### src/rtl/mov_dispatch_ctrl.sv
// mov_dispatch_ctrl: initiator side of the MOV handshake.
// Accepts 16-bit instruction words, decodes and legality-checks them, issues
// the MOV start code plus operands to the MOV sub-FSM, waits for done and
// retires the instruction or raises a one-cycle error with a cause code.
// Optional feature macro: DISPATCH_STATS_EN enables the retired-MOV counter;
// when undefined, retired_count is tied to zero.
module mov_dispatch_ctrl #(
  parameter int unsigned TIMEOUT_CYCLES = 15,
  parameter logic [3:0]  MOV_OPCODE     = 4'b1010
) (
  input  logic        clock,
  input  logic        reset,
  input  logic        instr_valid,
  input  logic [15:0] instr,
  output logic        instr_ready,
  output logic [3:0]  FSM_start,
  output logic [5:0]  source,
  output logic [5:0]  dest,
  input  logic        done,
  output logic        busy,
  output logic        retire,
  output logic        error,
  output logic [1:0]  err_code,
  output logic [15:0] retired_count
);

  typedef enum logic [2:0] {
    S_IDLE   = 3'd0,
    S_DECODE = 3'd1,
    S_ISSUE  = 3'd2,
    S_WAIT   = 3'd3,
    S_RETIRE = 3'd4,
    S_ERR    = 3'd5
  } state_t;

  // Last WAIT count value that is still allowed to see done.
  localparam logic [7:0] TO_LAST     = 8'(TIMEOUT_CYCLES - 1);
  localparam logic [3:0] NOP_OPCODE  = 4'b0000;
  localparam logic [1:0] ERR_NONE    = 2'b00;
  localparam logic [1:0] ERR_OPCODE  = 2'b01;
  localparam logic [1:0] ERR_TIMEOUT = 2'b10;
  localparam logic [1:0] ERR_OPERAND = 2'b11;

  state_t      r_state;
  logic [15:0] r_instr;
  logic [7:0]  r_wait_cnt;
  logic        r_ready;
  logic [3:0]  r_start;
  logic [5:0]  r_source;
  logic [5:0]  r_dest;
  logic        r_busy;
  logic        r_retire;
  logic        r_error;
  logic [1:0]  r_err_code;

  // Field decode of the held instruction.
  logic [3:0] w_opcode;
  logic [5:0] w_src;
  logic [5:0] w_dst;
  logic       w_operands_ok;

  assign w_opcode      = r_instr[15:12];
  assign w_src         = r_instr[11:6];
  assign w_dst         = r_instr[5:0];
  // Source may name a register (0-4), I0 (5) or I1 (6); dest only 0-5.
  assign w_operands_ok = (w_src <= 6'd6) && (w_dst <= 6'd5);

  // Dispatch FSM; every output is registered and set on entry to its state.
  always_ff @(posedge clock) begin
    if (reset) begin
      r_state    <= S_IDLE;
      r_instr    <= 16'h0000;
      r_wait_cnt <= 8'd0;
      r_ready    <= 1'b0;
      r_start    <= 4'b0000;
      r_source   <= 6'd0;
      r_dest     <= 6'd0;
      r_busy     <= 1'b0;
      r_retire   <= 1'b0;
      r_error    <= 1'b0;
      r_err_code <= ERR_NONE;
    end else begin
      r_start  <= 4'b0000;
      r_retire <= 1'b0;
      r_error  <= 1'b0;
      case (r_state)
        S_IDLE: begin
          if (instr_valid && r_ready) begin
            r_instr    <= instr;
            r_ready    <= 1'b0;
            r_busy     <= 1'b1;
            r_err_code <= ERR_NONE;
            r_state    <= S_DECODE;
          end else begin
            r_ready <= 1'b1;
          end
        end
        S_DECODE: begin
          if (w_opcode == NOP_OPCODE) begin
            r_retire <= 1'b1;
            r_state  <= S_RETIRE;
          end else if ((w_opcode == MOV_OPCODE) && w_operands_ok) begin
            r_start  <= MOV_OPCODE;
            r_source <= w_src;
            r_dest   <= w_dst;
            r_state  <= S_ISSUE;
          end else if (w_opcode == MOV_OPCODE) begin
            r_error    <= 1'b1;
            r_err_code <= ERR_OPERAND;
            r_state    <= S_ERR;
          end else begin
            r_error    <= 1'b1;
            r_err_code <= ERR_OPCODE;
            r_state    <= S_ERR;
          end
        end
        S_ISSUE: begin
          r_wait_cnt <= 8'd0;
          r_state    <= S_WAIT;
        end
        S_WAIT: begin
          // done takes priority over an expiring timeout in the same cycle.
          if (done) begin
            r_retire <= 1'b1;
            r_state  <= S_RETIRE;
          end else if (r_wait_cnt == TO_LAST) begin
            r_error    <= 1'b1;
            r_err_code <= ERR_TIMEOUT;
            r_state    <= S_ERR;
          end else begin
            r_wait_cnt <= r_wait_cnt + 8'd1;
          end
        end
        S_RETIRE, S_ERR: begin
          r_busy  <= 1'b0;
          r_ready <= 1'b1;
          r_state <= S_IDLE;
        end
        default: begin
          r_busy  <= 1'b0;
          r_ready <= 1'b0;
          r_state <= S_IDLE;
        end
      endcase
    end
  end

  assign instr_ready = r_ready;
  assign FSM_start   = r_start;
  assign source      = r_source;
  assign dest        = r_dest;
  assign busy        = r_busy;
  assign retire      = r_retire;
  assign error       = r_error;
  assign err_code    = r_err_code;

`ifdef DISPATCH_STATS_EN
  logic [15:0] r_retired_count;
  logic        w_mov_retire;

  // Only MOVs pass through WAIT, so done seen there marks a MOV retirement.
  assign w_mov_retire = (r_state == S_WAIT) && done;

  // Retired-MOV counter, wraps naturally at 16 bits.
  always_ff @(posedge clock) begin
    if (reset) begin
      r_retired_count <= 16'h0000;
    end else if (w_mov_retire) begin
      r_retired_count <= r_retired_count + 16'h0001;
    end else begin
      r_retired_count <= r_retired_count;
    end
  end

  assign retired_count = r_retired_count;
`else
  assign retired_count = 16'h0000;
`endif

endmodule

### config.mk
export PLATFORM = sky130hd
export DESIGN_NAME = mov_dispatch_ctrl
export DESIGN_NICKNAME = d
export VERILOG_FILES = /design/src/rtl/mov_dispatch_ctrl.sv
export SDC_FILE = /design/constraint.sdc
export NUM_CORES = 1
export LEC_CHECK = 0
export ABC_AREA = 1
export CORE_MARGIN = 2
export CORE_UTILIZATION = 47
export DETAILED_ROUTE_END_ITERATION = 12
export GPL_ROUTABILITY_DRIVEN = 1
export PLACE_DENSITY = 0.81
export SLEW_MARGIN = 20
export SYNTH_ARGS = -nofsm -noshare
export SYNTH_HDL_FRONTEND = slang
export SYNTH_SLANG_ARGS = --single-unit
### constraint.sdc
create_clock -name clock -period 1.9 [get_ports clock]
set_input_delay 0.19 -clock clock [delete_from_list [all_inputs] [get_ports clock]]
set_output_delay 0.19 -clock clock [all_outputs]
set_load 0.05 [all_outputs]
==> flow_summary.yaml <==
route:
  drc: 0
  routed_wl_um: 4068
  drt_pass1_iterations: 6
  viasPerCell: 4.825
  drt_iter0_markers: 100
  wl_per_cell_um: 10.76
  postRouteAntennaNets: 0
  dr_total_vias: 1824
cts:
  cts_resized: 0
  clk-insertion-delay-late_ns: 0.29
  cts.htree.levels: 2
  clk_pin_slew_ns: 0.08
  cts_setup_buffers: 0
  cts.sinks: 46
  cts_tree: "built"
  holdBufCountCts: 0
  cts-root-buf: "clkbuf_8"
  cts_buffer_depth: 2
  cts_inserted_buffers: 5
floorplan:
  initial_utilization_pct: 48.55
  die-area_um2: 5018
  dieWidth_um: 70.84
  core_um2: 4324
  placementRows: 24
  io_pins: 58
  die_h_um: 70.84
worst_setup_path:
  cp-startpoint: "instr_ready$_SDFFE_PP0N_"
  cp.buffers_inverters: 1
  cp.required_ns: 1.71
  path_max_fanout: 4
  cp_cell_sequence: "clkdlybuf4s50_1"
  rr_worst_depth: 6
  critPathKind: "reg2out"
  worst_ep_arrival_time_ns: 1.51
  crit_path_end_kind: "output port"
  crit_cells: 1
  cp-start-kind: "register"
  r2r_slack_ns: 0.33
  crit_family: "buffers and inverters"
  cpMaxStageDelayCell: "clkdlybuf4s50_1"
  critPathMaxStageDelay_ns: 0.82
  reg2reg_from: "r_state[2]$_SDFFE_PP0P_"
power_and_ir_drop:
  p_leak_nw: 1.057
  ir_drop_v: 0.0004445
  power_density_nw_per_um2: 787.6
global_route:
  antenna_found_initial: 0
  globalRouteTotalUtil_pct: 16.32
  grt_max_degree: 31
  grt_pass1_wl_um: 6603
  grt.overflow.total: 0
  grt_pass1_vias: 1564
synth:
  ys_seq_elements: 46
  seq_area_frac_synth_pct: 43.86
  yosys.area.top_type: "dfxtp_1"
  synth_area_leaders: "dfxtp_1 (44%), a21oi_1 (8.1%), inv_1 (7.5%)"
  synth_cell_types: 31
  synth_warnings: 0
  synth.top_cell.area_share_pct: 43.86
  synth_area_um2: 2100
  syn_inst: 285
  avgSynthCellArea_um2: 7.367
timing:
  setup_viol: 0
  max_slew.worst_pin.slew_ns: 0.5014
  drv_slew: 0
  final-hold-violation-count: 0
  timing.final.crit_share_pct: 89.42
  slew_headroom_pct: 66.47
  fin_worst_skew_ns: 0.005399
  max_freq_mhz: 588.6
  grt_setup_unrepaired: "false"
  fin_crit_ns: 1.699
  finalSetupTns_ns: 0
cells_and_area:
  drive_gt1_share_pct: 8.896
  n_antenna_cell: 0
  fillers: 405
  final_core_util_pct: 59.49
  nets: 347
  syn2layout_area_growth_pct: 22.53
  final_cell_mix: "dfxtp_1 (46), inv_1 (42), nand2_1 (39), clkdlybuf4s50_1 (39), a21oi_1 (34)"
  stdcell_count: 378
  layout_commonest_cell: "dfxtp_1"
min_path:
  hold_class: "reg2reg"
  worstHoldPathCells: 2
  hold_path_startpoint: "dest[2]$_SDFFE_PP0P_"
run:
  max-cap-violations: 0
placement:
  hpwlAfterDp_um: 3147
  dp_cells: 370
  io_buffers: 39
  gp_congestion: 0.8959
status:
  status: "finished, final reports clean"
[area by class of cell]
type | instances | area (um2) | area share, %
clock buffers | 6 | 72.57 | 2.821
clock inverters | 2 | 13.76 | 0.5350
inverters | 46 | 172.7 | 6.712
multi-input cells | 182 | 887.1 | 34.48
flip-flops and latches | 46 | 920.9 | 35.80
well taps | 52 | 65.06 | 2.529
repair buffers | 44 | 440.4 | 17.12
[routing by layer]
metal	global-route usage, %	share of wire (%)
met1	18.33	43
met2	29.39	52
met3	4.843	3.5
met4	5.451	1.5
met5	0	0
[metrics by stage]
stage / setup slack (ns) / total power, mW / cell area (um2) / hold slack [ns]
after floorplan: 0.5327 / 1.386 / 2163 / 0.2675
after global placement: 0.3084 / 1.462 / 2486 / 0.4277
after detailed placement: 0.2521 / 1.472 / 2486 / 0.4364
after CTS: 0.1815 / 2.049 / 2572 / 0.4491
after global routing: 0.1259 / 2.120 / 2572 / 0.4678
final: 0.2010 / 2.026 / 2572 / 0.4480
[state kept, by name, indices dropped and copies added, names as in the netlist]
name         count
r_state          3
FSM_start        1
error            1
r_wait_cnt       8
busy             1
retire           1
instr_ready      1
err_code         2
dest             6
source           6
r_instr         16
[path summary, 6_finish.rpt]
kind                                            endpoint
worst max-delay path                         instr_ready
worst min-delay path                dest[2]$_SDFFE_PP0P_
worst max register to register  r_instr[11]$_SDFFE_PP0P_
worst min register to register      dest[2]$_SDFFE_PP0P_
[cells in the mapped netlist (all sizes together)]
cell	number
o22ai	1
buf	25
nor4	1
conb	1
nand3	22
nand4	4
nand2	44
dfxtp	46
o21ai	23
nor2	25
a211oi	1
nand3b	1
a31oi	1
xor2	1
clkbuf	3
ha	2
nor3	2
a21oi	35
or2	1
inv	46
[cell families (layout without fill, tap and decap cells)]
group / Yosys count / count (layout) / share of synthesized area (%)
adder cells (fa/ha/maj): 2 / 2 / 1.192
XOR/XNOR: 1 / 1 / 0.4172
flip-flops: 46 / 46 / 43.86
AND/OR/NAND/NOR: 100 / 100 / 22.47
other: 1 / 18 / 0.1786
buffers and inverters: 74 / 98 / 16.92
AO/OA/AOI/OAI: 61 / 61 / 14.96
[where the power goes]
group	internal (mW)	total (mW)	switching, mW	leakage, nW
clock	0.260	0.576	0.316	0.0452
sequential	1.02	1.05	0.0338	0.374
combinational	0.127	0.398	0.271	0.638
Power figures use the tool's default switching activity.
